**src/rtl/baccarat_match_sequencer.sv**
```systemverilog
// Purpose: match-level controller that restarts the dealing engine each round and tallies results.
// Latency: per round CLEAR 1 + DEAL n + TALLY 1 + CHECK 1 cycles; counters visible the cycle after TALLY.
// Backpressure: none; start_match/next_round are level inputs honoured only in IDLE/HOLD/DONE/ERROR.
module baccarat_match_sequencer #(
    parameter int ROUNDS         = 5,
    parameter int WIN_TARGET     = 3,
    parameter int TIMEOUT_CYCLES = 15
) (
    input  logic       slow_clock,
    input  logic       resetb,
    input  logic       start_match,
    input  logic       next_round,
    input  logic       player_win_light,
    input  logic       dealer_win_light,
    output logic       engine_resetb,
    output logic       busy,
    output logic [3:0] round_num,
    output logic [3:0] player_wins,
    output logic [3:0] dealer_wins,
    output logic [3:0] ties,
    output logic       match_over,
    output logic [1:0] match_winner,
    output logic       error
);

    localparam logic [2:0] S_IDLE  = 3'd0;
    localparam logic [2:0] S_CLEAR = 3'd1;
    localparam logic [2:0] S_DEAL  = 3'd2;
    localparam logic [2:0] S_TALLY = 3'd3;
    localparam logic [2:0] S_CHECK = 3'd4;
    localparam logic [2:0] S_HOLD  = 3'd5;
    localparam logic [2:0] S_DONE  = 3'd6;
    localparam logic [2:0] S_ERROR = 3'd7;

    localparam logic [3:0] ROUNDS_4   = 4'(ROUNDS);
    localparam logic [3:0] TARGET_4   = 4'(WIN_TARGET);
    localparam logic [7:0] TIMER_LAST = 8'(TIMEOUT_CYCLES - 1);

    logic [2:0] state_q,  state_d;
    logic [7:0] timer_q,  timer_d;
    logic [1:0] result_q, result_d;
    logic [3:0] round_q,  round_d;
    logic [3:0] pwins_q,  pwins_d;
    logic [3:0] dwins_q,  dwins_d;
    logic [3:0] ties_q,   ties_d;
    logic [1:0] winner_q, winner_d;

    // Counters stop at 15 rather than wrapping back to zero.
    function automatic logic [3:0] sat_inc(input logic [3:0] v);
        return (v == 4'hF) ? v : v + 4'd1;
    endfunction

    // Next-state and counter update logic for the match FSM.
    always_comb begin
        state_d  = state_q;
        timer_d  = timer_q;
        result_d = result_q;
        round_d  = round_q;
        pwins_d  = pwins_q;
        dwins_d  = dwins_q;
        ties_d   = ties_q;
        winner_d = winner_q;
        case (state_q)
            S_IDLE, S_DONE, S_ERROR: begin
                // A new match wipes the previous tally; leaving ERROR clears error.
                if (start_match) begin
                    round_d  = 4'd0;
                    pwins_d  = 4'd0;
                    dwins_d  = 4'd0;
                    ties_d   = 4'd0;
                    winner_d = 2'b00;
                    state_d  = S_CLEAR;
                end
            end
            S_CLEAR: begin
                // Engine sees its reset low for this single cycle.
                timer_d = 8'd0;
                state_d = S_DEAL;
            end
            S_DEAL: begin
                // Lights are only trusted here; stale lights later in the round are ignored.
                if (player_win_light || dealer_win_light) begin
                    result_d = {dealer_win_light, player_win_light};
                    state_d  = S_TALLY;
                end else if (timer_q == TIMER_LAST) begin
                    state_d = S_ERROR;
                end else begin
                    timer_d = timer_q + 8'd1;
                end
            end
            S_TALLY: begin
                case (result_q)
                    2'b01:   pwins_d = sat_inc(pwins_q);
                    2'b10:   dwins_d = sat_inc(dwins_q);
                    2'b11:   ties_d  = sat_inc(ties_q);
                    default: ;
                endcase
                round_d = sat_inc(round_q);
                state_d = S_CHECK;
            end
            S_CHECK: begin
                // Counters already hold this round's result here.
                if ((pwins_q == TARGET_4) || (dwins_q == TARGET_4) || (round_q == ROUNDS_4)) begin
                    state_d = S_DONE;
                    if (pwins_q > dwins_q)
                        winner_d = 2'b01;
                    else if (dwins_q > pwins_q)
                        winner_d = 2'b10;
                    else
                        winner_d = 2'b11;
                end else begin
                    state_d = S_HOLD;
                end
            end
            S_HOLD: begin
                // next_round wins over start_match; start_match alone does nothing here.
                if (next_round)
                    state_d = S_CLEAR;
            end
            default: state_d = S_IDLE;
        endcase
    end

    // State registers with synchronous active-low reset taking priority over everything.
    always_ff @(posedge slow_clock) begin
        if (!resetb) begin
            state_q  <= S_IDLE;
            timer_q  <= 8'd0;
            result_q <= 2'b00;
            round_q  <= 4'd0;
            pwins_q  <= 4'd0;
            dwins_q  <= 4'd0;
            ties_q   <= 4'd0;
            winner_q <= 2'b00;
        end else begin
            state_q  <= state_d;
            timer_q  <= timer_d;
            result_q <= result_d;
            round_q  <= round_d;
            pwins_q  <= pwins_d;
            dwins_q  <= dwins_d;
            ties_q   <= ties_d;
            winner_q <= winner_d;
        end
    end

    // Engine stays out of reset after a round so its lights remain visible.
    assign engine_resetb = (state_q == S_DEAL) || (state_q == S_TALLY) || (state_q == S_CHECK) ||
                           (state_q == S_HOLD) || (state_q == S_DONE);
    assign busy          = (state_q == S_CLEAR) || (state_q == S_DEAL) ||
                           (state_q == S_TALLY) || (state_q == S_CHECK);
    assign match_over    = (state_q == S_DONE);
    assign error         = (state_q == S_ERROR);
    assign round_num     = round_q;
    assign player_wins   = pwins_q;
    assign dealer_wins   = dwins_q;
    assign ties          = ties_q;
    assign match_winner  = winner_q;

endmodule

```
**config.mk**
```make
export PLATFORM = sky130hd
export DESIGN_NAME = baccarat_match_sequencer
export DESIGN_NICKNAME = d
export VERILOG_FILES = /design/src/rtl/baccarat_match_sequencer.sv
export SDC_FILE = /design/constraint.sdc
export NUM_CORES = 1
export LEC_CHECK = 0
export ABC_CLOCK_PERIOD_IN_PS = 4300
export BUFFER_PORTS_ARGS = -buffer_cell sky130_fd_sc_hd__clkbuf_2
export CAP_MARGIN = 15
export CORE_MARGIN = 2
export CORE_UTILIZATION = 30
export CTS_CLUSTER_SIZE = 20
export DETAILED_ROUTE_END_ITERATION = 12
export GPL_TIMING_DRIVEN = 0
export HOLD_SLACK_MARGIN = 0.03
export PLACE_DENSITY = 0.49
export SYNTH_ARGS = -nofsm -noshare
export SYNTH_HDL_FRONTEND = slang
export SYNTH_SLANG_ARGS = --single-unit
```
**constraint.sdc**
```tcl
create_clock -name slow_clock -period 4.3 [get_ports slow_clock]
set_input_delay 0.43 -clock slow_clock [delete_from_list [all_inputs] [get_ports slow_clock]]
set_output_delay 0.43 -clock slow_clock [all_outputs]
set_load 0.02 [all_outputs]
```
==> qor.csv <==
metric;value;unit
ctsHoldBuffers;0;
drive_gt1_frac;0.182;
clkPwrFrac;0.256;
rsz0062_at_grt;no;
dieArea;6790;um^2
io_pins;28;
seqPwrFrac;0.372;
yosys_warnings;0;
pwr-share-comb;0.373;
antenna_found_initial;0;
h-tree-depth;2;
clk_latency;280;ps
start_util;0.311;
status;finished clean;
track_usage;0.152;
crit_required;3870;ps
wl_met2;2170;um
clk_pin_slew;70;ps
ys_ff_latch;31;
wl_per_cell;14.1;um
crit_fanout;10;
setup-tns-final;0;ps
ir_drop;190;uV
async_reset_ff_frac;0;
switchingPower;0.000341;W
setup_viol;0;
syn_inst;223;
ctsResizeCount;0;
period_needed;2070;ps
post-route-drc-count;0;
numPortBuffers;27;
die-height;82.4;um
wl_met1;2320;um
seq_area_frac_synth;0.336;
dp_hpwl;3520;um
synth-edff-count;0;
post_synth.cell_area_avg;8.27;um^2
nets;274;
numClockSinks;31;
num_antenna_cells;0;
cp-end-kind;output port;
grt_remaining_overflow;0;
via_count;1712;
tightest_slew;532;ps
maxCapViolations;0;
slew_violations;0;
synth_fp_nets;240;
dr.pass1.iters;5;
highest_layer;met4;
rows;28;
gp_congestion;0.745;
cts_buffers;5;
hold_viol;0;
layout_commonest_cell;dfxtp_1;
worstPathArrival;1640;ps
core_area;5920;um^2
hold_path.class;primary input to flop;
cts_tree;done;
path_class;flop to output port;
power.internal;0.000537;W
syn_to_final_growth;16.8;%
finalClockSkew;12.1;ps
grt_pass1_vias;1532;
mappedNetlistArea;1840;um^2
yosysUniqueCellTypes;57;
wl_met3;163;um
die_w;82.4;um
p_leak;0.873;nW
cp-start-kind;flop;
power;0.000878;W
vias_per_cell;5.14;
cts_root_buf;clkbuf_8;
maxSlewHeadroom;0.643;
ys_dominant_reg_cell;dfxtp_1;
grt_max_degree;11;
drt-initial-drc-count;69;
wirelength;4710;um
post-cts-setup-buffers;0;
p_sw_frac;0.389;
fillers;619;
antenna_left;0;
clockBufferDepth;2;
p_per_area;407;nW/um^2
most-common-layout-cells;dfxtp_1, clkbuf_2, nand2_1;
fin_crit_sh;0.482;
fmax;0.482;GHz
grt_pass1_wl;7760;um
-- path summary, 6_finish.rpt --
check | cells past startpoint | slack (ps) | endpoint | startpoint
worst max-delay path | 4 | 2230 | engine_resetb | state_q[2]
worst min-delay path | 3 | 460 | result_q[1] | dealer_win_light
worst max register to register | 6 | 2550 | dealer_wins[2] | state_q[1]
worst min register to register | 2 | 490 | ties[1] | ties[1]
-- power by group through the flow --
stage,combinational [W],clock [W],sequential (W)
2_1_floorplan,0.000248,0,0.000326
3_3_place_gp,0.000328,0,0.000331
3_5_place_dp,0.000327,0,0.000332
4_1_cts,0.000328,0.000235,0.000325
5_1_grt,0.000366,0.000252,0.000329
6_report,0.000327,0.000225,0.000326
-- cell usage after synthesis (2+ instances only) --
cell type,instances,area share
a21boi_0,2,0.0081
a21boi_1,6,0.024
a21oi_1,7,0.019
a311o_1,2,0.011
a31oi_1,3,0.010
and2_1,5,0.017
and3_1,3,0.010
buf_2,2,0.0054
clkbuf_1,4,0.0081
dfxtp_1,31,0.34
ha_1,11,0.075
inv_1,13,0.026
mux2i_1,2,0.011
nand2_1,24,0.049
nand2b_1,2,0.0068
nand3_1,14,0.038
nand4_1,5,0.017
nand4b_1,5,0.024
nor2_1,16,0.033
nor2b_1,2,0.0068
nor3_1,3,0.0081
nor4_1,3,0.010
o211ai_1,2,0.0081
o21a_1,3,0.012
o21ai_0,10,0.027
o21ai_1,4,0.011
o22ai_1,2,0.0068
or3_1,4,0.014
xnor2_1,5,0.024
-- registers in the layout (all words and copies together) (netlist names) --
| name | flops |
|---|---|
| ties | 4 |
| round_num | 4 |
| timer_q | 8 |
| match_winner | 2 |
| state_q | 3 |
| player_wins | 4 |
| result_q | 2 |
| dealer_wins | 4 |
-- worst max-delay path, cell delays in order (launching register included) --
cell,delay (ps)
dfxtp_1,470
clkbuf_1,430
and3_1,260
nor2_1,50
clkbuf_2,150
-- area by class of cell --
| cell class | instances | area, um^2 | share of cell area |
|---|---|---|---|
| multi-input cells | 170 | 1130 | 0.523 |
| flip-flops and latches | 31 | 621 | 0.288 |
| repair buffers | 27 | 135 | 0.0627 |
| well taps | 75 | 93.8 | 0.0436 |
| clock buffers | 7 | 76.3 | 0.0354 |
| inverters | 14 | 52.6 | 0.0244 |
| plain buffers | 8 | 43.8 | 0.0203 |
| clock inverters | 1 | 5.00 | 0.00232 |
-- per-layer routing --
layer	global-route usage	vias to the layer above
li1	-	881
met1	0.213	791
met2	0.233	34
met3	0.0359	6
met4	0.0400	0
met5	0	-
-- kinds of logic (layout without fill, tap and decap cells) --
| group | Yosys count | in the layout | synth area share |
|---|---|---|---|
| XOR/XNOR | 5 | 5 | 0.0237 |
| multiplexers | 2 | 2 | 0.0109 |
| AO/OA/AOI/OAI | 54 | 54 | 0.203 |
| flip-flops | 31 | 31 | 0.337 |
| adder cells (fa/ha/maj) | 11 | 11 | 0.0746 |
| AND/OR/NAND/NOR | 98 | 98 | 0.299 |
| buffers and inverters | 22 | 57 | 0.0522 |
-- per-stage QoR --
stage	setup WS (ps)	instances	area (um^2)	util	hold slack, ps
after floorplan	2630	223	1840	-	466
after global placement	2530	325	2070	0.350	482
after detailed placement	2550	325	2070	0.350	490
after CTS	2230	333	2150	0.364	463
after global routing	2120	333	2150	0.364	471
final	2230	333	2150	0.364	462
Note: power is estimated with default switching activity, not from simulation.
